File: config.mk
export PLATFORM = sky130hd
export DESIGN_NAME = soda_machine
export DESIGN_NICKNAME = d
export VERILOG_FILES = /design/src/rtl/soda_machine.sv
export SDC_FILE = /design/constraint.sdc
export NUM_CORES = 1
export LEC_CHECK = 0
export ABC_AREA = 0
export CAP_MARGIN = 5
export CORE_UTILIZATION = 47
export DETAILED_ROUTE_END_ITERATION = 10
export PLACE_DENSITY = 0.84
export SLEW_MARGIN = 20
export SYNTH_ARGS = -nofsm -noshare
export SYNTH_HDL_FRONTEND = slang
export SYNTH_SLANG_ARGS = --single-unit
File: constraint.sdc
create_clock -name clk -period 2 [get_ports clk]
set_input_delay 0.3 -clock clk [delete_from_list [all_inputs] [get_ports clk]]
set_output_delay 0.3 -clock clk [all_outputs]
set_load 0.03 [all_outputs]
File: src/rtl/soda_machine.sv
// -----------------------------------------------------------------------------
// soda_machine
//
// Purpose:
//   Coin-accumulating vending controller for one product at a fixed price.
//   Each rising edge of the coin-present level adds the presented coin value
//   to a saturating running total. Once the total reaches PRICE, the block
//   raises a one-cycle dispense strobe and then settles the credit.
//
// Parameters:
//   W      width of the coin value bus and of the running total
//   PRICE  product price in coin units (1 .. 2^W-1)
//
// Ports:
//   clk   input        system clock, rising edge
//   rst   input        asynchronous active-low reset
//   c     input        coin-present level, high for one or more cycles per coin
//   a     input  [W]   value of the presented coin, valid while c is high
//   tot   output [W]   registered running credit total
//   d     output       registered dispense strobe, one cycle per vend
//
// Build option:
//   SODA_MACHINE_CARRY_CREDIT_EN  when defined, leaving DISP subtracts PRICE
//                                 from the total so excess credit carries to
//                                 the next vend; otherwise the total is cleared.
//
// State  | meaning
// -------+-----------------------------------------------------------------
// INIT   | post-reset / post-vend settle, moves to WAIT unconditionally
// WAIT   | idle; accepts coins (new or pending) or starts a vend
// ADD    | adds the captured coin value to the total (saturating)
// DISP   | dispense strobe high for this single cycle, then settle credit
// -----------------------------------------------------------------------------
module soda_machine #(
  parameter int W     = 8,
  parameter int PRICE = 75
) (
  input  logic         clk,
  input  logic         rst,
  input  logic         c,
  input  logic [W-1:0] a,
  output logic [W-1:0] tot,
  output logic         d
);

  typedef enum logic [1:0] {
    ST_INIT = 2'd0,
    ST_WAIT = 2'd1,
    ST_ADD  = 2'd2,
    ST_DISP = 2'd3
  } state_t;

  localparam logic [W-1:0] L_PRICE = PRICE[W-1:0];

  state_t       r_state;
  logic [W-1:0] r_tot;
  logic         r_d;
  logic         r_c_prev;
  logic         r_pend;
  logic [W-1:0] r_a_reg;

  logic         w_coin;
  logic [W:0]   w_sum;
  logic [W-1:0] w_add_sat;
  logic [W-1:0] w_settle;

  assign w_coin    = c & ~r_c_prev;
  assign w_sum     = {1'b0, r_tot} + {1'b0, r_a_reg};
  // Carry out of the add means the true sum exceeds the bus; clamp to all ones.
  assign w_add_sat = w_sum[W] ? {W{1'b1}} : w_sum[W-1:0];

`ifdef SODA_MACHINE_CARRY_CREDIT_EN
  // DISP is only entered with r_tot >= PRICE, so this cannot underflow.
  assign w_settle = r_tot - L_PRICE;
`else
  assign w_settle = {W{1'b0}};
`endif

  assign tot = r_tot;
  assign d   = r_d;

  always_ff @(posedge clk or negedge rst) begin
    if (!rst) begin
      r_state  <= ST_INIT;
      r_tot    <= {W{1'b0}};
      r_d      <= 1'b0;
      r_c_prev <= 1'b0;
      r_pend   <= 1'b0;
      r_a_reg  <= {W{1'b0}};
    end else begin
      r_c_prev <= c;
      case (r_state)
        ST_INIT: begin
          r_state <= ST_WAIT;
          // One-deep holding slot: a second coin while one is pending is lost.
          if (w_coin && !r_pend) begin
            r_pend  <= 1'b1;
            r_a_reg <= a;
          end
        end

        ST_WAIT: begin
          if (r_pend) begin
            // r_a_reg already holds the pending coin. A new edge landing in
            // this exact cycle has no free slot and is dropped.
            r_pend  <= 1'b0;
            r_state <= ST_ADD;
          end else if (w_coin) begin
            // Coin beats a vend in the same cycle so credit is added first.
            r_a_reg <= a;
            r_state <= ST_ADD;
          end else if (r_tot >= L_PRICE) begin
            r_d     <= 1'b1;
            r_state <= ST_DISP;
          end
        end

        ST_ADD: begin
          r_tot   <= w_add_sat;
          r_state <= ST_WAIT;
          if (w_coin && !r_pend) begin
            r_pend  <= 1'b1;
            r_a_reg <= a;
          end
        end

        ST_DISP: begin
          r_d     <= 1'b0;
          r_tot   <= w_settle;
          r_state <= ST_INIT;
          if (w_coin && !r_pend) begin
            r_pend  <= 1'b1;
            r_a_reg <= a;
          end
        end

        default: begin
          r_d     <= 1'b0;
          r_state <= ST_INIT;
        end
      endcase
    end
  end

endmodule

==> results by stage <==
GRT:
- The initial antenna violation count is 0.
- The combined global-route utilization of all metal layers is 23.19%.
- The global-route wire length before repair is 4554 um.
- The pin count of the biggest net entering global routing is 22.
- The via count of the first global-routing pass came to 957.
- For this run the aggregate overflow at the end of global routing stands at 0.

STA:
- The final clock period utilization by the worst path is 99.62%.
- Setup violations remaining at the end of the flow were counted as 0.
- Setup total negative slack on the finished layout was measured at 0 ps.
- The final worst hold slack is 315.1 ps.
- Clock skew on the completed layout was measured at 9.594 ps.
- At the pin with the least slew margin, the transition time is 301.2 ps.
- The maximum operating frequency is 501.9 MHz.
- The post-route minimum period is 1992 ps.
- The number of max-slew violations in the final report is 0.
- The worst pin sits at a relative slew slack of 79.65%.
- The final number of hold-violating endpoints is 0.

Pwr:
- The switching power total is 1.202 mW.
- Combinational logic burns 62.9% of the power.
- Net switching is 45.90% of the power.
- In this run, the clock network consumes 8.0% of the power.
- Power spread over the standard cell area amounts to 1734 nW/um2.
- The worst-case IR drop observed on VDD is 0.9769 mV.
- The proportion of power drawn by flip-flops and latches is 29.1%.
- The analysis attributes to cell leakage a power of 0.6571 nW.
- The design internal power is 1.417 mW.

Route:
- The final route contains 1020 vias.
- The remaining design rule violation count is 0.
- The number of iterations in the first detailed-routing pass is 4.
- The routed length per placed instance is 16.18 um.
- In this run, the number of DRC markers left after iteration 0 of detailed routing was 60.
- Once detail routing completed, the nets flagged for antenna violations numbered 0.
- The final wirelength is 2654 um.
- Using the TritonRoute via totals, the vias-per-cell ratio works out to 6.220.

Hold path:
- The class of the worst hold path is in -> async.

Finish:
- The number of nets in the finished design is 157.
- 0 antenna diodes ended up in the layout.
- The signed area change from the synthesized netlist to the final layout is 26.52%.
- The share of final-layout standard cells stronger than drive strength 1 is 14.71%.
- The layout filler cell count is 172.

Floorplan:
- In this run the count of I/O pins placed on the die edge is 20.
- The area enclosed by the die boundary is 2745 um2.
- The placement row count is 17.
- The width of the die is 52.40 um.
- The die is 52.40 um tall.
- The core region is 2297 um2.
- Once the floorplan was initialized, standard cells occupied 51.96% of the core.

Placement:
- The post-DP HPWL is 2032 um.
- The congestion estimate from routability-driven global placement came to 0.8940.
- The count of buffers from port buffering is 19.

Yosys:
- The average instance in the mapped netlist occupies 10.95 um2.
- After synthesis, flip-flops and latches occupy 44.03% of the total area.
- The number of nets in the synthesized netlist is 129.
- The yosys synthesis warning count is 0.
- In this run, synthesis produced a sequential element count of 21.
- The number of library cell types mapped by synthesis is 36.
- The gate count after technology mapping is 109.
- Summing every instance area after synthesis gives 1194 um2.

Setup path:
- The largest fanout on the critical path is 4.
- The type of the worst setup path is reg -> reg.
- The worst setup path is captured at a flip-flop.
- The worst setup path is launched from a flip-flop.
- The arrival time of data at the critical path endpoint is 2200 ps.
- The endpoint required time on the critical path is 2210 ps.

CTS:
- Clock tree synthesis found a total of 21 sinks.
- Buffers inserted during clock tree synthesis total 3.
- The clock-pin slew of the registers on the worst-case setup and hold paths is 120 ps.
- The root buffer cell is clkbuf_4.
- In this run the number of H-tree levels came out at 1.
- The insertion delay of the later-clocked pin in the worst-skew pair is 310 ps.
- The clock tree from TritonCTS is built.
- In this run, post-CTS hold repair placed 0 buffers.
- No sink is reached through more buffers than the 2 on the longest clock path.

Outcome:
- The flow ran to the end, and the final reports show no timing, DRC or antenna violations.

Job:
- The total of max-cap violations is 0.
cells in the final DEF, fill, tap and decap left out, types with 2 or more instances in the layout:
master / Yosys / final
o211a_1: 2 / 2
a21oi_2: 1 / 2
mux2_1: 6 / 6
a211oi_2: 1 / 2
nor2_1: 9 / 9
o21ai_1: 3 / 3
inv_1: 6 / 6
clkbuf_4: 0 / 3
o221a_1: 3 / 3
xor2_1: 3 / 3
a21oi_1: 6 / 5
mux2_2: 2 / 2
o21ai_0: 4 / 4
nand2b_1: 4 / 4
nor3_1: 2 / 2
buf_4: 0 / 5
o21a_1: 2 / 2
clkdlybuf4s50_1: 0 / 19
dfrtp_1: 21 / 20
nand2_1: 4 / 4
ha_1: 8 / 7
a211oi_1: 3 / 2
a2bb2oi_1: 3 / 3
worst max-delay path: stages (launching register included):
cell and delay (ps):
dfrtp_2 460, ha_4 180, fa_2 390, a21oi_2 170, o22ai_2 110, a2111o_1 360
o211a_1 200
worst paths after layout:
| path | startpoint | slack (ps) | endpoint | cells past startpoint |
|---|---|---|---|---|
| max | tot[0] | 8 | tot[6] | 6 |
| min | rst | 320 | tot[5] | 2 |
| max reg2reg | tot[0] | 8 | tot[6] | 6 |
| min reg2reg | d | 510 | d | 2 |
| max in group asynchronous | rst | 1450 | tot[0] | 2 |
| min in group clk | c | 490 | r_c_prev | 1 |
layer usage:
layer / global-route usage (%) / wire, um / up-vias / part of all wire [%]
met5: 0 / 0 / - / 0
met2: 35.86 / 1290 / 42 / 49
met1: 31.98 / 1165 / 504 / 44
met4: 10.96 / 63 / 0 / 2.4
met3: 2.899 / 136 / 11 / 5.1
li1: - / - / 463 / -
layout make-up:
type	count	area [um2]	area share, %
clock buffers	4	26.28	1.740
inverters	6	22.52	1.491
multi-input cells	81	671.9	44.49
flip-flops and latches	21	526.8	34.88
well taps	28	35.03	2.320
repair buffers	24	227.7	15.08
power groups by stage:
| stage | Clock, mW | Sequential (mW) | Combinational (mW) |
|---|---|---|---|
| floorplan | 0 | 0.873 | 0.984 |
| global placement | 0 | 0.755 | 1.49 |
| detailed placement | 0 | 0.763 | 1.56 |
| CTS | 0.210 | 0.754 | 1.57 |
| global route | 0.228 | 0.786 | 1.80 |
| finish | 0.210 | 0.763 | 1.65 |
logic make-up after synthesis:
logic type	after synthesis	share of synthesized area, %
AO/OA/AOI/OAI	36	22.64
adder cells (fa/ha/maj)	9	10.06
AND/OR/NAND/NOR	25	11.32
XOR/XNOR	3	2.202
flip-flops	21	44.02
multiplexers	8	7.547
buffers and inverters	7	2.201
cells in the mapped netlist (all sizes together):
cell     number  share of area, %
nand2b        4               2.1
a211o         1              0.73
a21oi         7               3.2
o21a          2               1.3
nand3         1              0.42
a2bb2oi       3               2.2
a2111o        1              0.94
o211ai        1              0.63
fa            1               1.7
a21o          1              0.63
and2          1              0.52
o21ai         8               3.7
dfrtp        21                44
nor3          2              0.84
inv           6               1.9
nand2         4               1.3
a211oi        4               2.9
o22ai         1              0.52
mux2          8               7.5
clkbuf        1              0.31
o211a         2               1.7
and2b         1              0.63
nand4         1              0.52
o41ai         1              0.73
ha            8               8.4
xor2          3               2.2
o31ai         1              0.63
nor2          9               2.8
o221a         3               2.8
nor3b         2               2.2
through the flow:
step                      util, %  cells  power (mW)  worst slack (ps)  cell area, um2
after floorplan                 -    109       1.857             48.67            1200
after global placement      63.18    159       2.240             99.15            1451
after detailed placement    63.18    159       2.321             10.93            1451
after CTS                   64.54    163       2.538             6.600            1483
after global routing        65.74    164       2.813            -44.06            1510
final                       65.74    164       2.619             7.575            1510
repair_timing:
| action | CTS | global route |
|---|---|---|
| setup endpoints to repair | 3 | 1 |
| buffers inserted | 0 | 1 |
| gates resized for setup | 1 | 3 |
| pin swaps | 0 | 3 |
Power figures use the tool's default switching activity.
